**src/rtl/ntt_masked_addsub_sched.sv**
```systemverilog
// Issue scheduler, in-flight tracker and result FIFO for the shared masked add/sub datapath.
// Define NTT_ADDSUB_SCHED_PERF_EN to add saturating issue/stall/full performance counters.
module ntt_masked_addsub_sched #(
  parameter int WIDTH      = 46,
  parameter int LATENCY    = 53,
  parameter int TAG_W      = 4,
  parameter int FIFO_DEPTH = 8
) (
  input  logic                            clk,
  input  logic                            reset_n,
  input  logic                            zeroize,
  input  logic [1:0]                      req_valid,
  output logic [1:0]                      req_ready,
  input  logic [1:0]                      req_sub,
  input  logic [1:0][TAG_W-1:0]           req_tag,
  input  logic [1:0][1:0][WIDTH-1:0]      req_u,
  input  logic [1:0][1:0][WIDTH-1:0]      req_v,
  output logic [1:0][WIDTH-1:0]           dp_u,
  output logic [1:0][WIDTH-1:0]           dp_v,
  output logic                            dp_sub,
  output logic                            rnd_en,
  input  logic [1:0][WIDTH-1:0]           dp_res,
  output logic                            out_valid,
  input  logic                            out_ready,
  output logic [1:0][WIDTH-1:0]           out_res,
  output logic [TAG_W-1:0]                out_tag,
  output logic                            out_src,
  output logic                            idle
`ifdef NTT_ADDSUB_SCHED_PERF_EN
  ,
  output logic [31:0]                     perf_issue_cnt,
  output logic [31:0]                     perf_stall_cnt,
  output logic [31:0]                     perf_full_cnt
`endif
);

  localparam int AW = (FIFO_DEPTH > 1) ? $clog2(FIFO_DEPTH) : 1;
  localparam int CW = AW + 1;
  localparam logic [CW:0] DEPTH_C = (CW+1)'(FIFO_DEPTH);

  typedef struct packed {
    logic             vld;
    logic [TAG_W-1:0] tag;
    logic             src;
  } dl_t;

  typedef struct packed {
    logic [1:0][WIDTH-1:0] res;
    logic [TAG_W-1:0]      tag;
    logic                  src;
  } fe_t;

  dl_t           dl [LATENCY];
  fe_t           mem [FIFO_DEPTH];
  logic [AW-1:0] wr_ptr;
  logic [AW-1:0] rd_ptr;
  logic [CW-1:0] fifo_cnt;
  logic [CW-1:0] inflight;
  logic [CW:0]   used;
  logic          rr;
  logic          gnt;
  logic          credit_ok;
  logic          issue;
  logic          cap;
  logic          pop;

  // Credit counts ops already promised a FIFO slot, so capture never overflows.
  assign used      = {1'b0, inflight} + {1'b0, fifo_cnt};
  assign credit_ok = used < DEPTH_C;
  assign gnt       = req_valid[rr] ? rr : ~rr;
  assign issue     = reset_n & ~zeroize & credit_ok & (|req_valid);
  assign cap       = dl[LATENCY-1].vld;
  assign pop       = out_valid & out_ready;
  assign rnd_en    = issue;

  // Operands are forced to zero when idle so no share lingers on the bus.
  always_comb begin
    req_ready = '0;
    dp_u      = '0;
    dp_v      = '0;
    dp_sub    = 1'b0;
    if (issue) begin
      req_ready[gnt] = 1'b1;
      dp_u           = req_u[gnt];
      dp_v           = req_v[gnt];
      dp_sub         = req_sub[gnt];
    end
  end

  always_ff @(posedge clk or negedge reset_n) begin
    if (!reset_n) begin
      for (int i = 0; i < LATENCY; i++) dl[i] <= '0;
    end else if (zeroize) begin
      for (int i = 0; i < LATENCY; i++) dl[i] <= '0;
    end else begin
      dl[0].vld <= issue;
      dl[0].tag <= issue ? req_tag[gnt] : '0;
      dl[0].src <= issue ? gnt : 1'b0;
      for (int i = 1; i < LATENCY; i++) dl[i] <= dl[i-1];
    end
  end

  always_ff @(posedge clk or negedge reset_n) begin
    if (!reset_n) begin
      rr       <= 1'b0;
      inflight <= '0;
    end else if (zeroize) begin
      rr       <= 1'b0;
      inflight <= '0;
    end else begin
      if (issue) rr <= ~gnt;
      case ({issue, cap})
        2'b10:   inflight <= inflight + CW'(1);
        2'b01:   inflight <= inflight - CW'(1);
        default: inflight <= inflight;
      endcase
    end
  end

  always_ff @(posedge clk or negedge reset_n) begin
    if (!reset_n) begin
      wr_ptr   <= '0;
      rd_ptr   <= '0;
      fifo_cnt <= '0;
    end else if (zeroize) begin
      wr_ptr   <= '0;
      rd_ptr   <= '0;
      fifo_cnt <= '0;
    end else begin
      if (cap) wr_ptr <= wr_ptr + AW'(1);
      if (pop) rd_ptr <= rd_ptr + AW'(1);
      case ({cap, pop})
        2'b10:   fifo_cnt <= fifo_cnt + CW'(1);
        2'b01:   fifo_cnt <= fifo_cnt - CW'(1);
        default: fifo_cnt <= fifo_cnt;
      endcase
    end
  end

  always_ff @(posedge clk) begin
    if (cap && !zeroize) begin
      mem[wr_ptr].res <= dp_res;
      mem[wr_ptr].tag <= dl[LATENCY-1].tag;
      mem[wr_ptr].src <= dl[LATENCY-1].src;
    end
  end

  assign out_valid = fifo_cnt != '0;
  assign out_res   = out_valid ? mem[rd_ptr].res : '0;
  assign out_tag   = out_valid ? mem[rd_ptr].tag : '0;
  assign out_src   = out_valid ? mem[rd_ptr].src : 1'b0;
  assign idle      = (inflight == '0) && (fifo_cnt == '0);

`ifndef SYNTHESIS
  always_ff @(posedge clk) begin
    if (reset_n && !zeroize && cap)
      assert (fifo_cnt != CW'(FIFO_DEPTH));
  end
`endif

`ifdef NTT_ADDSUB_SCHED_PERF_EN
  always_ff @(posedge clk or negedge reset_n) begin
    if (!reset_n) begin
      perf_issue_cnt <= '0;
      perf_stall_cnt <= '0;
      perf_full_cnt  <= '0;
    end else if (zeroize) begin
      perf_issue_cnt <= '0;
      perf_stall_cnt <= '0;
      perf_full_cnt  <= '0;
    end else begin
      if (issue && perf_issue_cnt != '1)
        perf_issue_cnt <= perf_issue_cnt + 32'd1;
      if ((|req_valid) && !issue && perf_stall_cnt != '1)
        perf_stall_cnt <= perf_stall_cnt + 32'd1;
      if (!credit_ok && perf_full_cnt != '1)
        perf_full_cnt <= perf_full_cnt + 32'd1;
    end
  end
`endif

endmodule

```
**config.mk**
```make
export PLATFORM = sky130hd
export DESIGN_NAME = ntt_masked_addsub_sched
export DESIGN_NICKNAME = d
export VERILOG_FILES = /design/src/rtl/ntt_masked_addsub_sched.sv
export SDC_FILE = /design/constraint.sdc
export NUM_CORES = 1
export LEC_CHECK = 0
export BUFFER_PORTS_ARGS = -buffer_cell sky130_fd_sc_hd__buf_2
export CORE_AREA = 4 4 294 296
export CTS_BUF_LIST = sky130_fd_sc_hd__clkbuf_4 sky130_fd_sc_hd__clkbuf_8
export DETAILED_ROUTE_END_ITERATION = 8
export DIE_AREA = 0 0 298 300
export PLACE_DENSITY = 0.86
export SLEW_MARGIN = 20
export SYNTH_ARGS = -nofsm -noshare
export SYNTH_HDL_FRONTEND = slang
export SYNTH_SLANG_ARGS = --single-unit
```
**constraint.sdc**
```tcl
create_clock -name clk -period 32.4 [get_ports clk]
set_input_delay 4.86 -clock clk [delete_from_list [all_inputs] [get_ports clk]]
set_output_delay 4.86 -clock clk [all_outputs]
set_load 0.05 [all_outputs]
```
==> results.py <==
metrics = {
    "clock_network": {
        "cts_tree": "done",
        "htree_levels": 4,
        "numCtsBuffers": 169,
        "cts_root_buffer": "clkbuf_8",
        "holdBufCountCts": 0,
        "clkSlewWorstSetupHoldPaths_ns": 0.07,
        "ctsResizeCount": 0,
        "post_cts_buffers": 0,
        "clk_latency_ns": 0.82,
        "clock_sinks": 1109,
        "clock_path_buffers": 3,
    },
    "run_status": {
        "outcome": "finished, final reports clean",
    },
    "grt": {
        "gr-total-overflow": 0,
        "grt_pass1_wl_mm": 204,
        "gr-max-usage-layer": "met2",
        "grt_usage_pct": 32.9,
        "antenna_found_initial": 98,
        "grt_use_met2_pct": 53.2,
        "grt_pass1_vias": 27108,
        "grt_max_degree": 192,
        "use_met1_pct": 38.1,
        "use_met3_pct": 9.52,
    },
    "synth": {
        "synthDistinctLibCells": 45,
        "synthFlopType": "edfxtp_1",
        "syn-num-nets": 3141,
        "syn_inst": 2655,
        "synth_top_family_by_area": "multiplexers",
        "synthAdderAreaFrac_pct": 0.307,
        "syn_avg_cell_area_sq_um": 16.3,
        "yosys.area_share.xor_xnor_pct": 0.234,
        "ys_ff_latch": 1109,
        "synth_compound_area_share_pct": 2.54,
        "synthMuxAreaShare_pct": 12.5,
        "synthSimpleGateAreaFrac_pct": 9.33,
        "synth_area_sq_um": 43200,
        "synth_edf_count": 776,
        "synth-seq-area-share_pct": 73.2,
        "ys_async_sr_fraction_pct": 30.0,
        "yosys_warnings": 0,
    },
    "min_path": {
        "min_path_type": "flip-flop to flip-flop",
    },
    "critical_path": {
        "start_kind": "input port",
        "worstPathMaxFanout": 126,
        "critPathKind": "input port to primary output",
        "end_kind": "primary output",
        "arrival_ns": 7.64,
        "cp_data_required_time_ns": 27.54,
    },
    "sta": {
        "tns_ns": 0,
        "hold_viol": 0,
        "finalMaxSlewViolations": 0,
        "setup_viol": 0,
        "clock_skew_ns": 0.0466,
        "fin_crit_sh_pct": 38.6,
        "maxSlewHeadroom_pct": 24.8,
        "max_freq_mhz": 80.0,
        "min_period_ns": 12.50,
        "rsz0062_at_grt": "no",
        "tightest_slew_ns": 1.13,
    },
    "finish": {
        "final_common_cell": "edfxtp_1",
        "nets": 3941,
        "area_growth_syn_to_layout_pct": 19.5,
        "stdcell_count": 4725,
        "final_cell_mix": "776 x edfxtp_1, 760 x buf_2, 384 x nand2_1",
        "drive_gt1_share_pct": 36.1,
        "fin_area_sq_um": 51700,
    },
    "die": {
        "die_area_sq_um": 89400,
        "fp-row-count": 106,
        "die_h_microns": 300,
        "core_area_sq_um": 83600,
        "start_util_pct": 51.8,
        "dieWidth_microns": 298,
        "io_pins": 763,
    },
    "routing": {
        "drt_iter0_drc": 2900,
        "vias": 26625,
        "dr.pass1.iters": 9,
        "drt_wl_total_mm": 147,
        "postRouteAntennaNets": 0,
        "post_drt_wl_per_cell_microns": 31.2,
        "viasPerCell": 5.63,
        "drc": 0,
    },
    "placed_design": {
        "port_buffers": 762,
        "routabilityCongestion": 1.07,
        "place_area_sq_um": 48000,
        "placedCellCount": 4364,
        "hpwl_mm": 107,
    },
    "power_and_ir_drop": {
        "p_leak_nw": 20.5,
        "vdd_drop_max_uv": 37.9,
        "powerDensity_nw_per_um2": 55.4,
    },
    "job": {
        "cap_violations": 0,
    },
}
-- sequential cells by signal, summed over array words and instances, names as in the netlist --
register and count:
cap 1, dl 317, fifo_cnt 4, inflight 4, mem 776, rd_ptr 3
rr 1, wr_ptr 3
-- Yosys cell counts (6+ instances only) --
cell type / instances / area (sq um)
buf_1: 17 / 63.8
nor2b_1: 313 / 1960
nand2_1: 384 / 1440
mux4_2: 194 / 4370
buf_2: 50 / 250
xnor2_1: 6 / 52.6
inv_1: 8 / 30.0
clkbuf_1: 82 / 308
dfrtp_1: 333 / 8330
nand3_1: 10 / 50.1
buf_6: 12 / 135
nor2_1: 121 / 454
ha_1: 9 / 113
a21oi_1: 193 / 966
edfxtp_1: 776 / 23300
buf_4: 7 / 52.6
mux2i_1: 101 / 1010
-- area by class of cell --
cell class | count | area (sq um)
Antenna cell | 57 | 143
Clock buffer | 254 | 3070
Clock inverter | 50 | 419
Fill cell | 5977 | 31900
Inverter | 11 | 41.3
Multi-Input combinational cell | 1367 | 10800
Sequential cell | 1109 | 31600
Tap cell | 1080 | 1350
Timing Repair Buffer | 797 | 4140
-- where the power goes --
part	switching [W]	internal [W]	total (W)	leakage (nW)
logic	0.000133	0.0000401	0.000173	7.01
clock network	0.000522	0.000648	0.00117	1.85
registers	0.000000607	0.00152	0.00152	11.7
-- kinds of logic after synthesis --
group	Yosys count
XOR/XNOR	10
buffers and inverters	179
flip-flops	1109
AO/OA/AOI/OAI	206
multiplexers	296
adder cells (fa/ha/maj)	10
AND/OR/NAND/NOR	845
-- path summary, 6_finish.rpt --
check	slack, ns	startpoint	to	cells past startpoint
worst max-delay path	19.90	zeroize	dp_v[15]	7
worst min-delay path	0.44	dl[259]	dl[253]	1
worst max register to register	28.75	cap	mem[3][71]	4
worst min register to register	0.44	dl[259]	dl[253]	1
max in group asynchronous	26.80	reset_n	rd_ptr[0]	2
min in group asynchronous	4.08	reset_n	dl[303]	1
-- through the flow --
step | util [%] | worst slack [ns] | total power [W] | hold WS (ns)
floorplan | - | 16.93 | 0.00163 | 0.439
global placement | 57.5 | 20.11 | 0.00172 | 0.440
detailed placement | 57.5 | 20.05 | 0.00172 | 0.446
CTS | 61.6 | 20.04 | 0.00288 | 0.441
global route | 61.8 | 19.76 | 0.00297 | 0.466
finish | 61.8 | 19.90 | 0.00286 | 0.439
-- metal layers --
| layer | up-vias | routed length, microns |
|---|---|---|
| li1 | 11350 | - |
| met1 | 13463 | 50100 |
| met3 | 368 | 12600 |
| met4 | 24 | 11800 |
| met2 | 1420 | 72500 |
| met5 | - | 178 |
-- critical path, cell delays in order --
cell	delay (ns)
buf_8	0.52
nor2_1	0.08
nand4_1	0.17
buf_4	0.66
buf_4	0.69
a21oi_1	0.12
buf_2	0.26
No activity file was read; power rests on OpenSTA's default activity.
